--- config.mk ---
export PLATFORM = sky130hd
export DESIGN_NAME = maze_collision_flat
export DESIGN_NICKNAME = d
export VERILOG_FILES = /design/src/rtl/maze_collision_if.sv /design/src/rtl/maze_collision.sv /design/src/flat_wrapper.sv
export SDC_FILE = /design/constraint.sdc
export NUM_CORES = 1
export LEC_CHECK = 0
export ABC_AREA = 1
export ABC_CLOCK_PERIOD_IN_PS = 8600
export CORE_ASPECT_RATIO = 0.6
export CORE_MARGIN = 2
export CORE_UTILIZATION = 36
export CTS_CLUSTER_SIZE = 10
export DETAILED_ROUTE_END_ITERATION = 16
export DONT_BUFFER_PORTS = 1
export GPL_TIMING_DRIVEN = 1
export PLACE_DENSITY = 0.51
export SYNTH_ARGS = -nofsm -noshare
export SYNTH_HDL_FRONTEND = slang
export SYNTH_SLANG_ARGS = --single-unit
--- constraint.sdc ---
create_clock -name CLOCK_25 -period 8.6 [get_ports CLOCK_25]
set_clock_uncertainty 0.05 [all_clocks]
set_input_delay 0.86 -clock CLOCK_25 [delete_from_list [all_inputs] [get_ports CLOCK_25]]
set_output_delay 0.86 -clock CLOCK_25 [all_outputs]
set_load 0.005 [all_outputs]
--- src/rtl/maze_collision_if.sv ---
// Player <-> collision responder <-> maze ROM signal bundle.
// master: the player/ROM side; slave: the collision scanner.
interface maze_collision_if;
  logic [9:0]  x_pos;
  logic [9:0]  y_pos;
  logic [2:0]  mapa_x;
  logic [2:0]  mapa_y;
  logic [14:0] tile_addr;
  logic        tile_rd;
  logic        tile_data;
  logic        collision;
  logic        scan_done;

  modport master (
    output x_pos, y_pos, mapa_x, mapa_y, tile_data,
    input  tile_addr, tile_rd, collision, scan_done
  );

  modport slave (
    input  x_pos, y_pos, mapa_x, mapa_y, tile_data,
    output tile_addr, tile_rd, collision, scan_done
  );
endinterface

--- src/rtl/maze_collision.sv ---
// Maze collision scanner: snapshots the player position, reads the wall bit
// under each of the four sprite corners from the synchronous maze ROM and
// publishes the OR of the in-range hits once per 6-cycle scan.
module maze_collision #(
  parameter int H_START    = 144,
  parameter int V_START    = 35,
  parameter int H_ACTIVE   = 640,
  parameter int V_ACTIVE   = 480,
  parameter int SPRITE     = 16,
  parameter int TILE_SHIFT = 5
) (
  input  logic        CLOCK_25,
  input  logic        reset,
  maze_collision_if.slave bus
);
  localparam logic [2:0] SNAP = 3'd0;
  localparam logic [2:0] RD0  = 3'd1;
  localparam logic [2:0] RD1  = 3'd2;
  localparam logic [2:0] RD2  = 3'd3;
  localparam logic [2:0] RD3  = 3'd4;
  localparam logic [2:0] LAST = 3'd5;

  localparam logic [10:0] H_LO = 11'(H_START);
  localparam logic [10:0] H_HI = 11'(H_START + H_ACTIVE);
  localparam logic [10:0] V_LO = 11'(V_START);
  localparam logic [10:0] V_HI = 11'(V_START + V_ACTIVE);
  localparam logic [10:0] OFS  = 11'(SPRITE - 1);

  logic [2:0]  state, state_nxt;
  logic [9:0]  snap_x, snap_y;
  logic [2:0]  snap_mx, snap_my;
  logic        acc;
  logic [3:0]  valid;
  logic        coll_q;
  logic [14:0] addr_q;

  logic        rd_state;
  logic [1:0]  corner, prev_corner;
  logic [10:0] cx, cy, rx, ry;
  logic [4:0]  col;
  logic [3:0]  row;
  logic        in_range;
  logic [14:0] addr_now;

  // Free-running scan sequencer, no stall conditions.
  always_comb begin
    state_nxt = SNAP;
    case (state)
      SNAP:    state_nxt = RD0;
      RD0:     state_nxt = RD1;
      RD1:     state_nxt = RD2;
      RD2:     state_nxt = RD3;
      RD3:     state_nxt = LAST;
      LAST:    state_nxt = SNAP;
      default: state_nxt = SNAP;
    endcase
  end

  // Corner under test this cycle and its tile address; corner bit0 selects
  // the right edge, bit1 the bottom edge. 11-bit sums cannot wrap.
  always_comb begin
    rd_state    = (state >= RD0) && (state <= RD3);
    corner      = 2'(state - RD0);
    prev_corner = 2'(state - RD1);
    cx          = {1'b0, snap_x} + (corner[0] ? OFS : 11'd0);
    cy          = {1'b0, snap_y} + (corner[1] ? OFS : 11'd0);
    in_range    = rd_state && (cx >= H_LO) && (cx < H_HI) &&
                  (cy >= V_LO) && (cy < V_HI);
    rx          = cx - H_LO;
    ry          = cy - V_LO;
    col         = 5'(rx >> TILE_SHIFT);
    row         = 4'(ry >> TILE_SHIFT);
    addr_now    = {snap_my, snap_mx, row, col};
  end

  // Off-screen corners issue no read and leave the address bus parked.
  assign bus.tile_rd   = in_range;
  assign bus.tile_addr = in_range ? addr_now : addr_q;
  assign bus.collision = coll_q;
  assign bus.scan_done = (state == LAST);

  // Snapshot, per-corner valid flags, hit accumulator and result register.
  always_ff @(posedge CLOCK_25 or posedge reset) begin
    if (reset) begin
      state   <= SNAP;
      snap_x  <= '0;
      snap_y  <= '0;
      snap_mx <= '0;
      snap_my <= '0;
      acc     <= 1'b0;
      valid   <= '0;
      coll_q  <= 1'b0;
      addr_q  <= '0;
    end else begin
      state  <= state_nxt;
      addr_q <= bus.tile_addr;
      case (state)
        SNAP: begin
          snap_x  <= bus.x_pos;
          snap_y  <= bus.y_pos;
          snap_mx <= bus.mapa_x;
          snap_my <= bus.mapa_y;
          acc     <= 1'b0;
        end
        RD0, RD1, RD2, RD3: begin
          valid[corner] <= in_range;
          // ROM data now belongs to the corner issued last cycle.
          if (state != RD0)
            acc <= acc | (bus.tile_data & valid[prev_corner]);
        end
        LAST: coll_q <= acc | (bus.tile_data & valid[3]);
        default: ;
      endcase
    end
  end
endmodule

--- src/flat_wrapper.sv ---
// flat-port wrapper written by rule: the top's interface ports become plain ports
module maze_collision_flat 
#(
  parameter int H_START    = 144,
  parameter int V_START    = 35,
  parameter int H_ACTIVE   = 640,
  parameter int V_ACTIVE   = 480,
  parameter int SPRITE     = 16,
  parameter int TILE_SHIFT = 5
)
  (CLOCK_25, reset, bus_x_pos, bus_y_pos, bus_mapa_x, bus_mapa_y, bus_tile_data, bus_tile_addr, bus_tile_rd, bus_collision, bus_scan_done);
  maze_collision_if bus_i ();
  input  logic CLOCK_25;
  input  logic reset;
  input wire logic [$bits(bus_i.x_pos)-1:0] bus_x_pos;
  input wire logic [$bits(bus_i.y_pos)-1:0] bus_y_pos;
  input wire logic [$bits(bus_i.mapa_x)-1:0] bus_mapa_x;
  input wire logic [$bits(bus_i.mapa_y)-1:0] bus_mapa_y;
  input wire logic [$bits(bus_i.tile_data)-1:0] bus_tile_data;
  output wire logic [$bits(bus_i.tile_addr)-1:0] bus_tile_addr;
  output wire logic [$bits(bus_i.tile_rd)-1:0] bus_tile_rd;
  output wire logic [$bits(bus_i.collision)-1:0] bus_collision;
  output wire logic [$bits(bus_i.scan_done)-1:0] bus_scan_done;
  assign bus_i.x_pos = bus_x_pos;
  assign bus_i.y_pos = bus_y_pos;
  assign bus_i.mapa_x = bus_mapa_x;
  assign bus_i.mapa_y = bus_mapa_y;
  assign bus_i.tile_data = bus_tile_data;
  assign bus_tile_addr = bus_i.tile_addr;
  assign bus_tile_rd = bus_i.tile_rd;
  assign bus_collision = bus_i.collision;
  assign bus_scan_done = bus_i.scan_done;
  maze_collision #(.H_START(H_START), .V_START(V_START), .H_ACTIVE(H_ACTIVE), .V_ACTIVE(V_ACTIVE), .SPRITE(SPRITE), .TILE_SHIFT(TILE_SHIFT)) u_core (.CLOCK_25(CLOCK_25), .reset(reset), .bus(bus_i));
endmodule
* After elaboration in Yosys (flattened, before gate mapping)
Index checks and enable logic that the tools add are counted.
** Operators by class
- Add/subtract/negate cells :: 6
- $lt $le $gt $ge :: 9
- Equal/unequal tests :: 7
- Muxes and demuxes :: 11
- Bitwise operators :: 4
- Reduce and logical (&&, ||, !) cells :: 10
** Operator list (number)
- adder 10 x 4 -> 11 bit :: 2
- < comparator 11 x 10 -> 1 bit (second input constant) :: 2
- two-way mux 15 bit :: 1
- one-hot mux 3 bit (5 select lines) :: 1
- greater-or-equal comparator 11 x 6 -> 1 bit (second input constant) :: 1
- greater-or-equal comparator 11 x 8 -> 1 bit (second input constant) :: 1
- subtractor 10 x 8 -> 10 bit (second input constant) :: 1
- subtractor 9 x 6 -> 9 bit (second input constant) :: 1
- two-way mux 4 bit :: 2
- equality test 3 x 2 -> 1 bit (second input constant) :: 2
- equality test 3 bit (second input constant) :: 2
- logical AND 1 bit :: 6
- < comparator 2 x 3 -> 1 bit (second input constant) :: 2
- bitwise mux 4 bit :: 1
- OR reduction 4 bit :: 1
- equality test 3 x 1 -> 1 bit (second input constant) :: 1
- greater-or-equal comparator 3 x 1 -> 1 bit (second input constant) :: 1
- <= comparator 3 bit (second input constant) :: 1
- zero test 3 bit :: 1
- two-way mux 1 bit :: 3
- inequality test 3 x 1 -> 1 bit (second input constant) :: 1
- bitwise AND 1 bit :: 2
- binary-select mux 1 bit (select 2 bit) :: 1
- demux 1 bit (select 2 bit) :: 1
- other kinds (8) :: 9
** Storage, ports and cells
- Register bits :: 50
- Bits of input ports :: 29
- Logic and storage cells :: 56

* Logic depth before layout (Yosys ltp)
Gate-level depths: netlist of run 1.
- Depth after elaboration :: 9
- Depth in mapped cells :: 21
- Depth with buffers taken out :: 20

* Worst setup path before layout of run 1
OpenSTA, ideal clock, no wires.
- Path type :: flip-flop to output port
- Start point :: register u_core.state[0]
- End point :: output port bus_tile_addr[10]
- Data arrival time :: 2.925 ns
- Setup slack :: 4.765 ns
- Cell stages (with the launch flop) :: 22
- Path buffers :: 1
- Path through :: dfrtp_1 > inv_1 > ha_1 > inv_1 > fa_1 > nand3b_1 > nand2_1 > nand2_1 > nand2_1 > inv_1 > ha_1 > nand3b_1 > nor2_1 > nand3_1 > nor2_1 > nand2_1 > nand2_1 > nor2_4 > nor2_8 > buf_6 > nand4_1 > nand2_1
** Between the ends
- Cells in the longest elaborated chain, start to end :: 9
** RTL lines
- from (decl) :: line maze_collision.sv:29 : logic [2:0] state, state_nxt;
- from (signal assigned) :: line maze_collision.sv:95 : state <= state_nxt;
- subtractor 2 x 1 -> 2 bit :: line maze_collision.sv:63 : corner = 2'(state - RD0);
- two-way mux 4 bit :: line maze_collision.sv:65 : cx = {1'b0, snap_x} + (corner[0] ? OFS : 11'd0);
- adder 10 x 4 -> 11 bit :: line maze_collision.sv:65
- greater-or-equal comparator 11 x 8 -> 1 bit :: line maze_collision.sv:67 : in_range = rd_state && (cx >= H_LO) && (cx < H_HI) &&
- logical AND 1 bit (3 in series) :: line maze_collision.sv:67
- logical AND 1 bit * :: line maze_collision.sv:68 : (cy >= V_LO) && (cy < V_HI);
- two-way mux 15 bit * :: line maze_collision.sv:78 : assign bus.tile_addr = in_range ? addr_now : addr_q;
- to (decl) :: line flat_wrapper.sv:20 : output wire logic [$bits(bus_i.tile_addr)-1:0] bus_tile_addr;
Mark *: on every way between the ends. The rest lies on a longest branch, timed or not.

* Worst setup path in the final report of run 1
- Start point :: register u_core.state[0]
- End point :: output port bus_tile_addr[3]
** Between the ends
- Cells in the longest elaborated chain, start to end :: 9
** RTL lines (line)
- subtractor 2 x 1 -> 2 bit :: maze_collision.sv:63
- two-way mux 4 bit :: maze_collision.sv:65
- adder 10 x 4 -> 11 bit :: maze_collision.sv:65
- greater-or-equal comparator 11 x 8 -> 1 bit :: maze_collision.sv:67
- logical AND 1 bit (3 in series) :: maze_collision.sv:67
- logical AND 1 bit :: maze_collision.sv:68
- two-way mux 15 bit * :: maze_collision.sv:78
Marked as above.

==> impl.org, run 1 <==
** CTS
- Buffers added to address setup during post-CTS repair amount to 0.
- The later pin in the worst-skew pair is clocked with a latency of 0.29 ns.
- Deepest clock path buffer count :: 2
- TritonCTS built the clock tree.
- Clock Sinks :: 50
- Clock-pin slew was measured on the worst setup and hold paths at 0.07 ns.
- Clock Tree Root :: clkbuf_16
- Maximum level of the CTS H-tree :: 2
- Hold bufs inserted after CTS :: 0
- Number of gates given a new drive strength after cts :: 0
- Buffers inserted during clock tree synthesis total 5.

** Global routing
- Global routing finished with a remaining overflow of 0.
- Global router's overall resource usage :: 15.8%
- Antenna violations before repair :: 0
- The via count of the first global-routing pass came to 2551.
- Entering global routing, the biggest net connects 51 pins.
- Wire length of the first global-routing pass :: 12500 um

** Synth
- Post-synthesis cell type count :: 33
- Dividing the synthesized area by the synthesized cell count gives 8.01 um2.
- Of all cell types, the one taking the most synthesized area is dfrtp_1.
- Flip-flop and latch count after synthesis :: 50
- Sorting the synthesized cells by area gives the leading types as dfrtp_1 38%, nand2_1 13%, ha_1 5.4%, mux2_2 5.2%, nand4_1 5.2%.
- Syn_nets :: 452
- Sequential elements use 38.4% of the synthesized area.
- In the synthesized netlist, the number of instances is 407.
- Area of the mapped netlist :: 3260 um2
- Proportion of netlist area held by the largest area contributor :: 38.4%
- During synthesis, Yosys emitted a total of 0 warnings.

** Final layout
- Nets :: 452
- Proportion of layout cells with a drive suffix above 1 :: 15.0%
- Post-route design area :: 3490 um2
- ANT cells :: 0
- Most frequent cells in the layout :: 116 x nand2_1, 50 x dfrtp_1, 39 x inv_1
- The library cell used most frequently in the layout, excluding fill and tap cells, is nand2_1.
- From synthesis to final layout, the design area changed by 6.91%.
- Layout fillers :: 893

** Timing
- Setup TNS after final layout :: 0 ns
- Final critical-path required period :: 4.91 ns
- Final WS setup :: 3.69 ns
- Pin slew with the least headroom to its limit :: 0.636 ns
- Final setup violation count :: 0
- Setup repair after global routing left no endpoint under its margin.
- Hold slack final :: 0.443 ns
- Timing would allow up to 0.204 GHz.
- Final Cycle Share :: 57.0%
- The worst pin sits at a relative slew slack of 57.6%.
- Final hold vios :: 0
- Final Max Tran Viols :: 0

** Die
- From bottom edge to top edge, the die measures 77.7 um.
- The initial utilization of the core area, before any placement, comes to 37.7%.
- Die Area :: 9860 um2
- Total core area :: 8650 um2
- From left edge to right edge, the die measures 127 um.
- The floorplan has 26 rows.
- Ports placed on the boundary :: 47

** Min path
- Hold-critical path depth :: 2
- The worst hold path belongs to the class flip-flop to flip-flop.

** Pwr
- Total net switching power :: 0.152 mW
- PwrDens :: 156 nW/um2
- Share of power burned in registers :: 49.8%
- Total power for the finished layout comes to 0.542 mW.
- Of the total power, the clock network draws 37.2%.
- Maximum resistive drop on vdd :: 0.0810 mV
- The share of total power dissipated in combinational logic is 12.9%.
- Leak :: 1.76 nW
- The internal power of the cells totals 0.390 mW.
- Net switching is 28.0% of the power.

** Placed design
- Post-placement cell area :: 3340 um2
- IO Port Bufs :: 0
- Worst-case setup slack after placement :: 4.02 ns
- Once detailed placement completed, the half-perimeter wirelength came to 5750 um.
- Weighted congestion at the end of routability-driven global placement :: 0.874

** Setup path
- The critical path ends at bus_tile_addr[3].
- Required time of the critical path :: 7.69 ns
- STA puts the critical path data arrival time at 4.00 ns.
- CP endpoint kind :: output port
- Reg-to-reg critical path startpoint :: u_core.state[0]
- Critical path startpoint category :: flip-flop
- Along the worst path, the maximum fanout reaches 20.
- R2R Setup Slk :: 4.78 ns
- Worst reg2reg endpoint :: u_core.addr_q[3]
- Worst r2r path cells :: 14
- Worst Setup SP :: u_core.state[0]
- The critical path is of the flip-flop to output port type.

** Routing
- Post-route DRC :: 0
- In this run, the number of DRC markers left after iteration 0 of detailed routing was 151.
- The detailed router used layers up to and including met4.
- Antenna Nets Post-Route :: 0
- The final layout contains routed wiring with a total length of 7340 um.
- Vias per cell :: 5.07
- Summed over all nets, wire length on met2 after detailed routing comes to 3080 um.
- In the final routed layout, each cell accounts on average for 14.1 um.
- For this block, wires on met1 add up to 3760 um.
- Routed via count :: 2634
- In the detailed route, the total length drawn on met3 is 482 um.
- The pre-antenna-repair detailed-routing pass consisted of 4 iterations.

** Run
- MaxCap Viol Count :: 0

** Status
- Result of the run :: completed
cell usage after synthesis (all sizes together):
| cell type | instances |
|---|---|
| nand3 | 31 |
| nand3b | 6 |
| or2 | 1 |
| inv | 46 |
| mux2 | 15 |
| buf | 6 |
| and2 | 1 |
| o21ai | 12 |
| a22o | 1 |
| o22ai | 1 |
| ha | 14 |
| nand4 | 30 |
| nor3 | 1 |
| a31oi | 1 |
| clkbuf | 3 |
| a21oi | 16 |
| fa | 2 |
| xor2 | 1 |
| nand2 | 130 |
| xnor2 | 2 |
| dfrtp | 50 |
| nor2 | 37 |
worst max-delay path: stages (launching register included):
cell,delay (ns)
dfrtp_1,0.50
inv_1,0.23
ha_1,0.35
inv_1,0.12
ha_1,0.26
fa_1,0.45
nand3_1,0.15
nand2_2,0.09
nand2_1,0.07
nand3_2,0.10
o21ai_4,0.24
nand4_2,0.49
nand4_4,0.44
nand2_1,0.10
nand2_1,0.11
layout make-up:
cell class	count	area [um2]	area share (%)
inverter	46	173	4.95
sequential	50	1250	35.9
multi-input combinational	302	1760	50.4
tap	112	140	4.02
clock inverter	3	23.8	0.682
timing repair buffer	2	15.0	0.431
clock buffer	5	125	3.59
flip-flops by register name, summed over array words and instances (netlist names):
name	flops
u_core.acc	1
u_core.snap_x	10
u_core.snap_y	10
u_core.bus.collision	1
u_core.addr_q	15
u_core.snap_mx	3
u_core.valid	4
u_core.state	3
u_core.snap_my	3
worst min path at each step:
stage | start | end | slack (ns)
6_report | u_core.addr_q[11] | u_core.addr_q[11] | 0.44
5_1_grt | u_core.addr_q[12] | u_core.addr_q[12] | 0.47
4_1_cts | u_core.addr_q[7] | u_core.addr_q[7] | 0.45
3_5_place_dp | u_core.addr_q[7] | u_core.addr_q[7] | 0.43
3_3_place_gp | u_core.addr_q[10] | u_core.addr_q[10] | 0.43
2_1_floorplan | u_core.valid[2] | u_core.valid[2] | 0.40
routing by layer:
metal,up-vias,GRT usage (%)
li1,1337,-
met1,1231,23.7
met2,63,23.0
met3,3,4.83
met4,0,1.65
met5,-,0
cell families (layout without fill, tap and decap cells):
family | Yosys count | in the layout | synth area share (%)
flip-flops | 50 | 50 | 38.4
AND/OR/NAND/NOR | 237 | 237 | 35.6
buffers and inverters | 55 | 56 | 7.71
XOR/XNOR | 3 | 3 | 0.806
multiplexers | 15 | 15 | 5.18
adder cells (fa/ha/maj) | 16 | 16 | 6.60
AO/OA/AOI/OAI | 31 | 31 | 5.76
through the flow:
step	cells	util, %
after detailed placement	512	38.6
after CTS	520	40.3
after global placement	512	38.6
after global routing	520	40.3
final	520	40.3
after floorplan	407	-
power groups by stage:
stage,registers (mW),clock network (mW),logic [mW]
6_report,0.270,0.202,0.0702
5_1_grt,0.273,0.220,0.0817
4_1_cts,0.270,0.208,0.0720
3_5_place_dp,0.275,0,0.0718
3_3_place_gp,0.275,0,0.0711
2_1_floorplan,0.271,0,0.0609
(Power assumes the default switching activity.)
==> run 2, diff against run 1 <==
--- a/config.mk
+++ b/config.mk
@@ -6,7 +6,7 @@
 export NUM_CORES = 1
 export LEC_CHECK = 0
 export ABC_AREA = 1
-export ABC_CLOCK_PERIOD_IN_PS = 8600
+export ABC_CLOCK_PERIOD_IN_PS = 4840
 export CORE_ASPECT_RATIO = 0.6
 export CORE_MARGIN = 2
 export CORE_UTILIZATION = 36
==> constraint.sdc (replaced) <==
create_clock -name CLOCK_25 -period 4.84 [get_ports CLOCK_25]
set_clock_uncertainty 0.05 [all_clocks]
set_input_delay 0.484 -clock CLOCK_25 [delete_from_list [all_inputs] [get_ports CLOCK_25]]
set_output_delay 0.484 -clock CLOCK_25 [all_outputs]
set_load 0.005 [all_outputs]
==> impl.org, run 2 (synthesis results as in run 1) <==
** CTS
- The number of gates resized after CTS came to 0 (unchanged).
- Deepest clock path buffer count :: 2 (unchanged)
- The number of buffers inserted during clock tree synthesis is 5 (unchanged).
- The deepest level of the CTS H-tree came to 2 (unchanged).
- TritonCTS built the clock tree.
- Clock slew at the register clock pins of the worst setup and hold paths :: 0.07 ns (about the same)
- The count of clock tree sinks was 50 (unchanged).
- The worst-skew pair later-pin latency is 0.30 ns (about the same).
- Clock Tree Root :: clkbuf_16

** Placed design
- IO Port Bufs :: 0 (unchanged)
- The setup slack after placement is 0.677 ns (-3.35 ns).
- The number of instances in the placed design came to 513 (+0.20%).
- Weighted congestion at the end of routability-driven global placement :: 0.893 (+2.2%)
- The estimated wirelength of the detail-placed design is 5830 um (+1.3%).
- Post-placement cell area :: 3340 um2 (+0.23%)

** Pwr
- Clock share of power :: 37.4% (+0.2 points)
- Power, Total :: 0.968 mW (+78%)
- The power density relative to cell area was 277 nW/um2 (+78%).
- Internal portion of total power :: 0.694 mW (+78%)
- The combinational share of power was 13.0% (about the same).
- The net switching power is 0.274 mW (+80%).
- The part of the total power dissipated in sequential elements was 49.6% (-0.2 points).
- Leak :: 1.76 nW (+0.24%)
- Switching part of the total :: 28.3% (+0.28 points)
- The worst IR drop on VDD was 0.132 mV (+62%).

** Final layout
- Top flop regs :: u_core.addr_q x15, u_core.snap_x x10, u_core.snap_y x10
- Most frequent cells in the layout :: 116 x nand2_1, 50 x dfrtp_1, 39 x inv_1
- The number of flip-flops under the largest register name is 15 (unchanged).
- ANT cells :: 0 (unchanged)
- Largest reg by FF count :: u_core.addr_q
- The count of non-filler cells in the finished layout is 521 (+0.19%).
- Most common cell after layout, fill and taps aside :: nand2_1
- Post-route core utilization :: 40.4% (+0.087 points)
- The fill cell instance count of the final layout is 877 (-1.8%).
- The fraction of final layout cells sized beyond drive strength 1 was 15.2% (+0.21 points).
- Area delta synth->final :: 7.14%
- The final net count came to 453 (+0.22%).
- Post-route design area :: 3490 um2 (+0.22%)

** Setup path
- STA classifies the critical path endpoint as an output port.
- Worst Setup SP :: u_core.state[0]
- Largest driver fanout on the critical path :: 20 (unchanged)
- The data arrival time at the worst-slack endpoint came to 3.89 ns (-0.11 ns).
- The critical path in this run is classified as flip-flop to output port.
- Required time of the critical path :: 4.31 ns (-3.38 ns)
- Critical path startpoint category :: flip-flop
- The worst register-to-register path begins at u_core.state[0].

** Timing
- Based on the critical path, the design can be clocked at up to 0.226 GHz.
- Final Max Tran Viols :: 0 (unchanged)
- In the finished design, the share of the clock period the worst path needs comes to 91.4%.
- The final-report setup violation count is 0 (unchanged).
- The final-layout setup total negative slack was 0 ns (unchanged).
- Final critical-path required period :: 4.42 ns
- The transition time of the tightest slew-check pin is 0.658 ns (+0.0224 ns).
- The post-route worst setup slack came to 0.415 ns (-3.28 ns).
- The final-layout worst hold slack came to 0.185 ns (-0.259 ns).
- The final hold violation count came to 0 (unchanged).
- RSZ-0062 raised after global routing :: false
- The worst slew margin relative to its limit was 56.1% (-1.5 points).

** Status
- Result of the run :: completed

** Global routing
- Maximum number of pins on one net before global-route repair :: 51 (unchanged)
- Via count of the first global-routing pass :: 2572 (+0.82%)
- Total congestion overflow after global routing :: 0 (unchanged)
- The global-route wire length before repair came to 12800 um (+2.6%).
- The combined global-route utilization of all metal layers came to 16.5% (+0.70 points).
- Antenna violations before repair :: 0 (unchanged)

** Routing
- 1st-iter DRT viols :: 153 (+1.3%)
- Vias per cell :: 5.10 (+0.72%)
- Routed via count :: 2658 (+0.91%)
- The aggregate routed wire length is 7600 um (+3.5%).
- Post-route DRC :: 0 (unchanged)
- The average wire per standard cell is 14.6 um (+3.3%).
- DR pass1 iterations :: 5 (+1)
- The number of antenna-violating nets in the routed design was 0 (unchanged).

** Die
- Ports placed on the boundary :: 47 (unchanged)
- The vertical die dimension came to 77.7 um (unchanged).
- The floorplan die width was 127 um (unchanged).
- Floorplan row count :: 26 (unchanged)
- Initial core utilization :: 37.7% (unchanged)
- Die Area :: 9860 um2 (unchanged)
- The total core area is 8650 um2 (unchanged).

** Run
- The number of max-cap violations was 0 (unchanged).

** Min path
- Min-delay worst type :: input pin to asynchronous set/reset pin
run 2: cell count changes in the layout (fill, tap and decap cells not counted), sizes merged:
cell and change:
buf +1
run 2: path summary, 6_finish.rpt:
kind,endpoint,slack [ns],cells past startpoint
setup / recovery,bus_tile_addr[6],0.42,13
hold / removal,u_core.addr_q[14],0.18,2
setup reg to reg,u_core.addr_q[6],1.07,13
hold reg to reg,u_core.addr_q[10],0.44,2
max in group asynchronous,u_core.snap_x[8],4.11,2
min in group CLOCK_25,u_core.snap_y[8],0.28,1
run 2: final cells by class:
class                   count  area [um2]  share of cell area, %
flip-flops and latches     50        1250                   35.8
well taps                 112         140                   4.01
clock buffers               5         125                   3.58
clock inverters             3        23.8                  0.681
multi-input cells         302        1760                   50.3
repair buffers              3        22.5                  0.645
inverters                  46         173                   4.94
run 2: timing repair:
item                                    CTS  global route
setup buffers                             0             0
endpoints found under the setup margin    0             1
hold buffers                              0             0
run 2: power by group through the flow:
stage | Clock [mW] | Combinational (mW) | Sequential, mW
3_3_place_gp | 0 | 0.126 | 0.489
2_1_floorplan | 0 | 0.108 | 0.481
6_report | 0.362 | 0.126 | 0.480
5_1_grt | 0.392 | 0.146 | 0.485
4_1_cts | 0.374 | 0.128 | 0.480
3_5_place_dp | 0 | 0.128 | 0.488
run 2: critical path, stage by stage, from the launching register on:
cell      delay, ns
dfrtp_1        0.50
inv_1          0.23
ha_1           0.36
inv_1          0.12
ha_1           0.26
fa_1           0.45
xor2_1         0.19
nand3b_1       0.23
nor2_1         0.14
nand2_2        0.08
o21ai_4        0.44
nand4_4        0.34
nand2_1        0.15
nand2_1        0.10
run 2: routing by layer:
metal,part of all wire (%),wire (um),global-route usage [%],vias up
met5,0,0,0,-
met4,1.2,90,4.51,0
met3,6.7,508,4.83,9
met2,41,3110,23.8,61
met1,51,3900,24.0,1248
li1,-,-,-,1340
